[src/rtl/mult_div_if.sv]
// ---------------------------------------------------------------------------
// mult_div_if: request/result bundle for mult_div_unit.  Rev 1.0
// ---------------------------------------------------------------------------
`default_nettype none

interface mult_div_if;
   logic        start;
   logic [1:0]  op;
   logic [31:0] src_a;
   logic [31:0] src_b;
   logic        busy;
   logic        done;
   logic        div_by_zero;
   logic [31:0] hi;
   logic [31:0] lo;

   modport master (
      output start, op, src_a, src_b,
      input  busy, done, div_by_zero, hi, lo
   );

   modport slave (
      input  start, op, src_a, src_b,
      output busy, done, div_by_zero, hi, lo
   );
endinterface

`default_nettype wire

[src/rtl/mult_div_unit.sv]
// ---------------------------------------------------------------------------
// mult_div_unit: iterative 32-bit MULT/MULTU/DIV/DIVU, one bit per cycle.  Rev 1.0
// ---------------------------------------------------------------------------
`default_nettype none

module mult_div_unit (
   input  logic       clk,
   input  logic       rst,
   mult_div_if.slave  bus
);

   typedef enum logic [1:0] {
      IDLE = 2'd0,
      CALC = 2'd1,
      FIN  = 2'd2
   } state_t;

   localparam logic [5:0] C_LAST_ITER = 6'd32;

   state_t      r_state;
   state_t      w_next;
   logic [5:0]  r_cnt;
   logic        r_is_div;
   logic        r_neg_lo;
   logic        r_neg_hi;
   logic        r_dbz;
   logic [31:0] r_mag_a;
   logic [31:0] r_mag_b;
   logic [31:0] r_raw_a;
   logic [63:0] r_acc;
   logic [31:0] r_hi;
   logic [31:0] r_lo;
   logic        r_done;
   logic        r_div_by_zero;

   logic        w_accept;
   logic        w_sign_a;
   logic        w_sign_b;
   logic [31:0] w_abs_a;
   logic [31:0] w_abs_b;
   logic [32:0] w_mul_sum;
   logic [32:0] w_rem_sh;
   logic        w_rem_ge;
   logic [31:0] w_rem_new;
   logic [63:0] w_iter;
   logic [63:0] w_neg_acc;
   logic [31:0] w_neg_q;
   logic [31:0] w_neg_r;

   // Start is only honoured when not busy (IDLE or FIN).
   assign w_accept  = (r_state != CALC) && bus.start;
   assign w_sign_a  = ~bus.op[0] & bus.src_a[31];
   assign w_sign_b  = ~bus.op[0] & bus.src_b[31];
   assign w_abs_a   = w_sign_a ? (32'd0 - bus.src_a) : bus.src_a;
   assign w_abs_b   = w_sign_b ? (32'd0 - bus.src_b) : bus.src_b;

   // Multiply: accumulator upper half gathers partial sums, multiplier shifts out of the low half.
   assign w_mul_sum = {1'b0, r_acc[63:32]} + (r_acc[0] ? {1'b0, r_mag_a} : 33'd0);
   // Divide: upper half is the partial remainder, low half shifts dividend out and quotient in.
   assign w_rem_sh  = r_acc[63:31];
   assign w_rem_ge  = w_rem_sh >= {1'b0, r_mag_b};
   assign w_rem_new = 32'(w_rem_sh - {1'b0, r_mag_b});

   always_comb begin
      w_iter = {w_mul_sum, r_acc[31:1]};
      if (r_is_div) begin
         if (w_rem_ge)
            w_iter = {w_rem_new, r_acc[30:0], 1'b1};
         else
            w_iter = {r_acc[62:0], 1'b0};
      end
   end

   assign w_neg_acc = 64'd0 - r_acc;
   assign w_neg_q   = 32'd0 - r_acc[31:0];
   assign w_neg_r   = 32'd0 - r_acc[63:32];

   always_ff @(posedge clk) begin
      if (rst)
         r_state <= IDLE;
      else
         r_state <= w_next;
   end

   always_comb begin
      w_next = r_state;
      case (r_state)
         IDLE:    if (bus.start) w_next = CALC;
         CALC:    if (r_dbz || (r_cnt == C_LAST_ITER)) w_next = FIN;
         FIN:     w_next = bus.start ? CALC : IDLE;
         default: w_next = IDLE;
      endcase
   end

   always_ff @(posedge clk) begin
      if (rst) begin
         r_cnt         <= 6'd0;
         r_is_div      <= 1'b0;
         r_neg_lo      <= 1'b0;
         r_neg_hi      <= 1'b0;
         r_dbz         <= 1'b0;
         r_mag_a       <= 32'd0;
         r_mag_b       <= 32'd0;
         r_raw_a       <= 32'd0;
         r_acc         <= 64'd0;
         r_hi          <= 32'd0;
         r_lo          <= 32'd0;
         r_done        <= 1'b0;
         r_div_by_zero <= 1'b0;
      end else begin
         r_done        <= 1'b0;
         r_div_by_zero <= 1'b0;
         if (w_accept) begin
            r_is_div <= bus.op[1];
            r_mag_a  <= w_abs_a;
            r_mag_b  <= w_abs_b;
            r_raw_a  <= bus.src_a;
            r_neg_lo <= w_sign_a ^ w_sign_b;
            r_neg_hi <= w_sign_a;
            r_dbz    <= bus.op[1] && (bus.src_b == 32'd0);
            r_cnt    <= 6'd0;
            r_acc    <= {32'd0, bus.op[1] ? w_abs_a : w_abs_b};
         end else if (r_state == CALC) begin
            if (r_dbz) begin
               r_hi          <= r_raw_a;
               r_lo          <= 32'hFFFF_FFFF;
               r_done        <= 1'b1;
               r_div_by_zero <= 1'b1;
            end else if (r_cnt == C_LAST_ITER) begin
               r_done <= 1'b1;
               if (r_is_div) begin
                  r_lo <= r_neg_lo ? w_neg_q : r_acc[31:0];
                  r_hi <= r_neg_hi ? w_neg_r : r_acc[63:32];
               end else begin
                  {r_hi, r_lo} <= r_neg_lo ? w_neg_acc : r_acc;
               end
            end else begin
               r_acc <= w_iter;
               r_cnt <= r_cnt + 6'd1;
            end
         end
      end
   end

   assign bus.busy        = (r_state == CALC);
   assign bus.done        = r_done;
   assign bus.div_by_zero = r_div_by_zero;
   assign bus.hi          = r_hi;
   assign bus.lo          = r_lo;

endmodule

`default_nettype wire

[src/flat_wrapper.sv]
// flat-port wrapper written by rule: the top's interface ports become plain ports
module mult_div_unit_flat 
  (clk, rst, bus_start, bus_op, bus_src_a, bus_src_b, bus_busy, bus_done, bus_div_by_zero, bus_hi, bus_lo);
  mult_div_if bus_i ();
  input  logic clk;
  input  logic rst;
  input wire logic [$bits(bus_i.start)-1:0] bus_start;
  input wire logic [$bits(bus_i.op)-1:0] bus_op;
  input wire logic [$bits(bus_i.src_a)-1:0] bus_src_a;
  input wire logic [$bits(bus_i.src_b)-1:0] bus_src_b;
  output wire logic [$bits(bus_i.busy)-1:0] bus_busy;
  output wire logic [$bits(bus_i.done)-1:0] bus_done;
  output wire logic [$bits(bus_i.div_by_zero)-1:0] bus_div_by_zero;
  output wire logic [$bits(bus_i.hi)-1:0] bus_hi;
  output wire logic [$bits(bus_i.lo)-1:0] bus_lo;
  assign bus_i.start = bus_start;
  assign bus_i.op = bus_op;
  assign bus_i.src_a = bus_src_a;
  assign bus_i.src_b = bus_src_b;
  assign bus_busy = bus_i.busy;
  assign bus_done = bus_i.done;
  assign bus_div_by_zero = bus_i.div_by_zero;
  assign bus_hi = bus_i.hi;
  assign bus_lo = bus_i.lo;
  mult_div_unit u_core (.clk(clk), .rst(rst), .bus(bus_i));
endmodule
[config.mk]
export PLATFORM = sky130hd
export DESIGN_NAME = mult_div_unit_flat
export DESIGN_NICKNAME = d
export VERILOG_FILES = /design/src/rtl/mult_div_if.sv /design/src/rtl/mult_div_unit.sv /design/src/flat_wrapper.sv
export SDC_FILE = /design/constraint.sdc
export NUM_CORES = 1
export LEC_CHECK = 0
export CAP_MARGIN = 20
export CORE_UTILIZATION = 40
export DETAILED_ROUTE_END_ITERATION = 10
export GPL_TIMING_DRIVEN = 0
export PLACE_DENSITY_LB_ADDON = 0.2
export SKIP_CTS_REPAIR_TIMING = 1
export SYNTH_ARGS = -nofsm -noshare
export SYNTH_HDL_FRONTEND = slang
export SYNTH_SLANG_ARGS = --single-unit
[constraint.sdc]
create_clock -name clk -period 9 [get_ports clk]
set_input_delay 1.8 -clock clk [delete_from_list [all_inputs] [get_ports clk]]
set_output_delay 1.8 -clock clk [all_outputs]
set_load 0.02 [all_outputs]
# Word-level counts from Yosys, hierarchy flattened
# Index checks and enable logic that the tools add are counted.
# word_totals
wordCells	79
register_bits	238
# classes
mux	26
reduce_logical	13
n_eq_ne	8
n_addsub	8
n_lt_le_gt_ge	1
bitwise	8
# op_table
cell	count
$mux 32	16
$mux 64	3
$sub 1x32->32 const A	4
$sub 1x64->64 const A	1
$add 32x32->33	1
$ge 33x32->1	1
$logic_not 32->1	1
$sub 32x32->32	1
$reduce_and 3->1	3
$add 6x1->6 const B	1
$eq 6x6->1 const B	1
$ne 2x1->1 const B	3
$pmux 2 s3	1
$not 1->1	5
$mux 1	4
$mux 2	2
$ne 2x2->1 const B	2
$reduce_bool 2->1	2
$reduce_or 3->1	1
$and 1x1->1	2
$eq 2x1->1 const B	1
$eq 2x2->1 const B	1
$logic_and 1x1->1	2
$logic_not 2->1	1
other kinds (4)	4

# Longest topological paths before layout
# Gate-level depths: netlist of the first run.
# logic_depth
ltp_word	7
mapped_depth	15
ltp_nobuf	13

# Least setup slack after synthesis of the first run
# No wires, ideal clock.
# synth_timing
path_kind	input -> register
startpoint	in bus_src_a[4]
endpoint	reg u_core.r_acc[29]
setup_slack_ps	4730
cell_stages	10
arrival_ps	4140
required_time_ps	8870
setup_ps	130
path_cell_list	or4_1 > or3_1 > or4_4 > nor3_2 > nand2_1 > o41ai_2 > xor2_1 > nor2_1 > nor2_1 > o22ai_1
# synth_between
elab_chain_cells	4
# synth_lines
element	line	rtl
start: declaration	flat_wrapper.sv:9	input wire logic [$bits(bus_i.src_a)-1:0] bus_src_a;
$sub 1x32->32	mult_div_unit.sv:54	assign w_abs_a = w_sign_a ? (32'd0 - bus.src_a) : bus.src_a;
$mux 32	mult_div_unit.sv:54	
$mux 32	mult_div_unit.sv:122	r_acc <= {32'd0, bus.op[1] ? w_abs_a : w_abs_b};
$mux 32	mult_div_unit.sv:113	if (w_accept) begin
end signal: assignment	mult_div_unit.sv:122	
end signal: assignment	mult_div_unit.sv:138	r_acc <= w_iter;
end: declaration	mult_div_unit.sv:30	logic [63:0] r_acc;
# Every way passes these cells.
# A chain may end at the register's enable or synchronous reset.

# Worst setup path in the final report of the first run
# layout_timing
startpoint	in bus_src_a[4]
endpoint	reg u_core.r_acc[28]
# The elaborated chain is that of the path after synthesis.

==> results.py, run 1 <==
metrics = {
    "placement": {
        "io_buffers": 134,
        "hpwl_um": 55100,
        "dp.cells": 2786,
        "gp_congestion": 1.03,
    },
    "route": {
        "drtIter0Drc": 2141,
        "vias": 17200,
        "vias_per_cell": 6.08,
        "drcViolationCount": 0,
        "drtAntennaViolNets": 0,
        "wl_per_cell_um": 24.4,
        "routed_wl_um": 69100,
        "dr.pass1.iters": 6,
    },
    "cts": {
        "clk_latency_ps": 590,
        "h-tree-depth": 1,
        "clk_pin_slew_ps": 60,
        "cts.sinks": 237,
        "clock_path_buffers": 3,
        "cts_tree": "done",
        "numCtsBuffers": 28,
        "cts-root-buf": "clkbuf_16",
    },
    "global_route": {
        "antenna_found_initial": 1,
        "grt_max_degree": 16,
        "grt_pass1_vias": 16300,
        "grtUsageMet3_pct": 3.56,
        "grt_pass1_wl_um": 101000,
        "met2_usage_pct": 52.2,
        "track_usage_pct": 32.7,
        "grt.busiest_layer": "met2",
        "gr-total-overflow": 0,
        "use_met1_pct": 44.9,
    },
    "final_layout": {
        "drive_gt1_share_pct": 4.11,
        "nets": 2432,
        "syn_to_final_growth_pct": 18.8,
        "layout_commonest_cell": "nand2_1",
        "antennaDiodeCount": 0,
        "fin_cells": 2837,
        "layout_common_cells": "nand2_1, dfxtp_1, a21oi_1",
    },
    "sta": {
        "setup_tns_ps": 0,
        "period_share_pct": 54.6,
        "slew_violations": 0,
        "worst_pin_slew_ps": 1030,
        "slew_headroom_pct": 31.2,
        "setup_violations": 0,
        "finalHoldViolations": 0,
        "finClkSkew_ps": 21.2,
        "rsz0062_at_grt": "false",
        "period_needed_ps": 4910,
        "fmax_ghz": 0.204,
    },
    "logic_synthesis": {
        "yosysWarnings": 0,
        "synth_edf_count": 0,
        "syn_avg_cell_area_um2": 7.59,
        "synth_cell_types": 76,
        "synth_top_cells_by_area": "dfxtp_1, a21oi_1, nand2_1, ha_1, xnor2_1",
        "synth_nets": 2268,
        "synthCells": 2127,
        "ys_ff_latch": 237,
        "synthArstFlopShare_pct": 0,
        "synthFlopType": "dfxtp_1",
        "synth_area_um2": 16100,
        "synth_top_area_share_pct": 29.4,
        "yosysSeqAreaShare_pct": 29.4,
        "synth_largest_area_cell": "dfxtp_1",
    },
    "critical_path": {
        "path_class": "input pin to register",
        "startpoint": "bus_src_a[4]",
        "start_kind": "input pin",
        "rrSetupSlack_ps": 4440,
        "worstPathMaxFanout": 6,
        "cp.required_ps": 9440,
        "r2r_end": "u_core.r_acc[0]",
        "ff2ff_path_depth": 12,
        "r2r_start": "u_core.r_acc[37]",
        "critPathCapture": "u_core.r_acc[28]",
        "arrival_ps": 5350,
        "endpoint_kind": "register",
    },
    "power_and_ir_drop": {
        "p_seq_share_pct": 35.3,
        "p_int_mw": 2.18,
        "p_leak_nw": 7.49,
        "combPwrFrac_pct": 25.9,
        "clock_power_share_pct": 38.8,
        "peakVddDrop_uv": 121,
        "power_density_nw_per_um2": 172,
        "p_sw_mw": 1.12,
        "switching_share_pct": 33.9,
    },
    "die": {
        "core_area_um2": 39700,
        "die-area_um2": 41100,
        "pin_count": 136,
        "start_util_pct": 40.6,
        "die_y_um": 203,
        "rows": 73,
        "die_w_um": 203,
    },
    "run": {
        "maxCapViolations": 0,
    },
    "worst_hold_path": {
        "min_from": "u_core.r_raw_a[31]",
        "hold_path_class": "register to register",
    },
    "outcome": {
        "status": "completed",
    },
}
per-stage QoR:
step           worst slack (ps)  total power, mW  hold WS [ps]  area (um^2)  util, %
3_5_place_dp               3560             2.01           446        18100     45.6
4_1_cts                    4170             3.28           454        19200     48.3
2_1_floorplan              4730             1.71           431        16100        -
6_report                   4090             3.30           455        19200     48.3
5_1_grt                    3830             3.41           464        19200     48.3
3_3_place_gp               3570             2.00           442        18100     45.6
Yosys cell counts (10+ instances only):
| cell | instances |
|---|---|
| and2_1 | 42 |
| a21o_1 | 36 |
| nand3_1 | 45 |
| o21ai_0 | 124 |
| and3_1 | 18 |
| xor2_1 | 76 |
| a31oi_1 | 21 |
| o31ai_1 | 24 |
| or3_1 | 17 |
| nor4_1 | 18 |
| nor3_1 | 34 |
| nand2b_1 | 23 |
| nand2_1 | 261 |
| mux2i_1 | 55 |
| clkbuf_1 | 125 |
| ha_1 | 70 |
| nor2_1 | 196 |
| a211oi_1 | 78 |
| o22ai_1 | 17 |
| inv_1 | 65 |
| o21ai_1 | 12 |
| a21oi_1 | 204 |
| xnor2_1 | 99 |
| buf_1 | 14 |
| nand4_1 | 14 |
| a311oi_1 | 10 |
| nor2b_1 | 10 |
| dfxtp_1 | 237 |
| o41ai_1 | 11 |
| o211ai_1 | 42 |
| mux2_2 | 12 |
worst max-delay path, stage by stage:
cell	delay [ps]
clkdlybuf4s50_1	560
or4_1	640
nor3_1	390
nand3b_1	220
nor3_1	590
nand2_1	200
o31ai_1	280
xor2_1	370
mux2_2	230
o22ai_1	70
how the worst min path moves through the flow:
| stage | slack [ps] | to | depth (start not counted) |
|---|---|---|---|
| final | 450 | u_core.r_raw_a[31] | 2 |
| after global routing | 460 | u_core.r_raw_a[24] | 2 |
| after CTS | 450 | u_core.r_raw_a[11] | 2 |
| after detailed placement | 450 | u_core.r_raw_a[21] | 2 |
| after global placement | 440 | u_core.r_raw_a[26] | 2 |
| after floorplan | 430 | u_core.r_raw_a[14] | 2 |
routing by layer:
layer / vias up / wire length [um]
li1: 7940 / -
met1: 8311 / 30000
met2: 833 / 30900
met3: 155 / 5320
met4: 0 / 2890
met5: - / 0
flip-flops by register name, indices dropped and copies added, names as in the netlist, 2 cells and up:
name and cells:
u_core.r_state 2, u_core.bus.hi 32, u_core.r_acc 64, u_core.bus.lo 32, u_core.r_mag_a 31, u_core.r_mag_b 32
u_core.r_raw_a 32, u_core.r_cnt 6
power by group through the flow:
stage | registers (mW) | logic, mW | clock network [mW]
after global routing | 1.17 | 0.915 | 1.32
after global placement | 1.18 | 0.820 | 0
final | 1.17 | 0.856 | 1.28
after floorplan | 1.16 | 0.547 | 0
after detailed placement | 1.19 | 0.827 | 0
after CTS | 1.16 | 0.832 | 1.28
area by class of cell:
class / instances / area (um^2)
clock buffer: 35 / 767
sequential: 237 / 4740
fill: 4107 / 20600
timing repair buffer: 134 / 1340
clock inverter: 16 / 269
buffer: 147 / 569
inverter: 65 / 244
tap: 525 / 657
multi-input combinational: 1678 / 10600
kinds of logic (layout without fill, tap and decap cells):
kind of cell	Yosys count	after routing	synth area share, %
flip-flops	237	237	29.4
AO/OA/AOI/OAI	657	657	25.9
buffers and inverters	212	397	5.04
adder cells (fa/ha/maj)	72	72	5.68
AND/OR/NAND/NOR	707	707	20.2
multiplexers	67	67	4.25
XOR/XNOR	175	175	9.50
No activity file was read; power rests on OpenSTA's default activity.
==> run 2, diff against run 1 <==
clock period = 5 ns   (was 9 ns; I/O delays follow)
==> results of run 2 <==
The final DEF is identical to that of run 1. Status: completed.
Main changes from that run: setup slack after placement 3560 ps -> 359 ps; clock-pin slew on the worst setup and hold paths 60 ps -> 70 ps; setup slack after layout 4090 ps -> 436 ps; start point of the critical path bus_src_a[4] -> u_core.r_acc[37]; end point of the critical path u_core.r_acc[28] -> u_core.r_acc[0]; register-to-register setup slack 4440 ps -> 440 ps; total power 3.30 mW -> 5.95 mW; worst IR drop on VDD 121 uV -> 218 uV
==> run 3, diff against run 2 <==
CTS_CLUSTER_SIZE = 8   (was default)
==> run 3 against run 2 <==
Register-to-register slack better by 60 ps. Sequential share of layout area up 0.12 points. Count of clock-buffer cells in the layout up 3. Die area unchanged. Combinational power about the same. Global-route usage up 0.47 points. Wire length up 0.51%. Clock power down 6%.
==> results.py, run 3 (synthesized netlist as in run 1, its figures left out) <==
metrics = {
    "placement": {
        "dpl_cell_area_um2": 18100,
        "gp_congestion": 1.03,
        "hpwl_um": 55100,
        "io_buffers": 134,
    },
    "global_route": {
        "grt_max_degree": 11,
        "track_usage_pct": 33.2,
        "antenna_found_initial": 3,
        "gr-total-overflow": 0,
        "grt_pass1_vias": 16300,
        "grt_pass1_wl_um": 102000,
    },
    "sta": {
        "finClkSkew_ps": 21.2,
        "finalHoldViolations": 0,
        "worst_pin_slew_ps": 1030,
        "fmax_ghz": 0.222,
        "rsz0062_at_grt": "false",
        "setup_violations": 0,
        "slew_headroom_pct": 31.5,
        "slew_violations": 0,
        "setup_tns_ps": 0,
        "period_share_pct": 90.1,
        "period_needed_ps": 4500,
    },
    "cts": {
        "clock_path_buffers": 3,
        "clk_pin_slew_ps": 50,
        "clk_latency_ps": 560,
        "cts-root-buf": "clkbuf_16",
        "cts.sinks": 237,
        "h-tree-depth": 2,
        "numCtsBuffers": 35,
        "cts_tree": "done",
    },
    "final_layout": {
        "design_area_um2": 19100,
        "layout_commonest_cell": "nand2_1",
        "drive_gt1_share_pct": 3.69,
        "nets": 2439,
        "final_core_util_pct": 48.0,
        "largest_register_ffs": 64,
        "regArea_um2": 4740,
        "multiInputGateArea_um2": 10600,
        "fillers": 4108,
        "top_register": "u_core.r_acc",
        "syn_to_final_growth_pct": 18.2,
        "layout_common_cells": "nand2_1, dfxtp_1, a21oi_1",
    },
    "route": {
        "drtAntennaViolNets": 0,
        "vias_per_cell": 6.12,
        "wl_per_cell_um": 24.6,
        "drtIter0Drc": 1974,
        "routed_wl_um": 69500,
        "drcViolationCount": 0,
        "dr.pass1.iters": 5,
        "vias": 17300,
    },
    "run": {
        "maxCapViolations": 0,
    },
    "power_and_ir_drop": {
        "clock_power_share_pct": 37.3,
        "p_int_mw": 3.79,
        "p_seq_share_pct": 36.2,
        "peakVddDrop_uv": 233,
        "combPwrFrac_pct": 26.5,
        "p_sw_mw": 2.03,
        "switching_share_pct": 34.9,
        "power_density_nw_per_um2": 305,
        "p_leak_nw": 7.45,
    },
    "critical_path": {
        "cp.required_ps": 5420,
        "ff2ff_path_depth": 12,
        "endpoint_kind": "register",
        "worstPathMaxFanout": 10,
        "arrival_ps": 4930,
        "path_class": "register to register",
        "start_kind": "register",
    },
    "die": {
        "die_w_um": 203,
        "core_area_um2": 39700,
        "die-area_um2": 41100,
        "pin_count": 136,
        "die_y_um": 203,
        "start_util_pct": 40.6,
        "rows": 73,
    },
    "worst_hold_path": {
        "hold_path_class": "register to register",
        "min_path_cells": 2,
    },
    "outcome": {
        "status": "completed",
    },
}
run 3: final timing paths:
| kind | from | slack [ps] | end |
|---|---|---|---|
| setup / recovery | u_core.r_acc[37] | 500 | u_core.r_acc[0] |
| hold / removal | u_core.r_raw_a[11] | 450 | u_core.r_raw_a[11] |
| setup reg to reg | u_core.r_acc[37] | 500 | u_core.r_acc[0] |
| hold reg to reg | u_core.r_raw_a[11] | 450 | u_core.r_raw_a[11] |
run 3: metal layers:
layer,GRT usage (%),up-vias,share of wire [%]
met1,45.2,8313,43
met2,51.8,875,44
li1,-,7939,-
met4,14.4,0,4.4
met3,5.04,168,8.1
met5,0,-,0
run 3: worst max-delay path: stages (launching register included):
cell and delay, ps:
dfxtp_1 670, ha_1 400, a21o_1 230, a221oi_1 380, o21ai_1 200, a31o_2 320, a211oi_2 450, a2bb2oi_2 640
buf_4 370, buf_4 260, a21oi_1 150, o21ai_1 190, o31ai_1 90
run 3: power groups by stage:
stage	Clock [mW]	Combinational, mW	Sequential, mW
2_1_floorplan	0	0.985	2.09
3_3_place_gp	0	1.48	2.13
3_5_place_dp	0	1.49	2.14
4_1_cts	2.18	1.50	2.10
5_1_grt	2.27	1.65	2.11
6_report	2.17	1.54	2.10
run 3: layout make-up:
class,count,area share [%]
multi-input combinational,1678,55.5
clock buffer,38,4.65
inverter,65,1.28
clock inverter,3,0.275
antenna,1,0.0131
tap,525,3.44
timing repair buffer,134,7.03
sequential,237,24.9
buffer,147,2.98
run 3: metrics by stage:
stage                     power (mW)  hold slack [ps]  instances  setup WS, ps
after global routing            6.02              462       2827           318
final                           5.82              453       2828           497
after global placement          3.61              442       2786           373
after detailed placement        3.62              446       2786           359
after floorplan                 3.07              431       2127          1530
after CTS                       5.78              452       2827           588
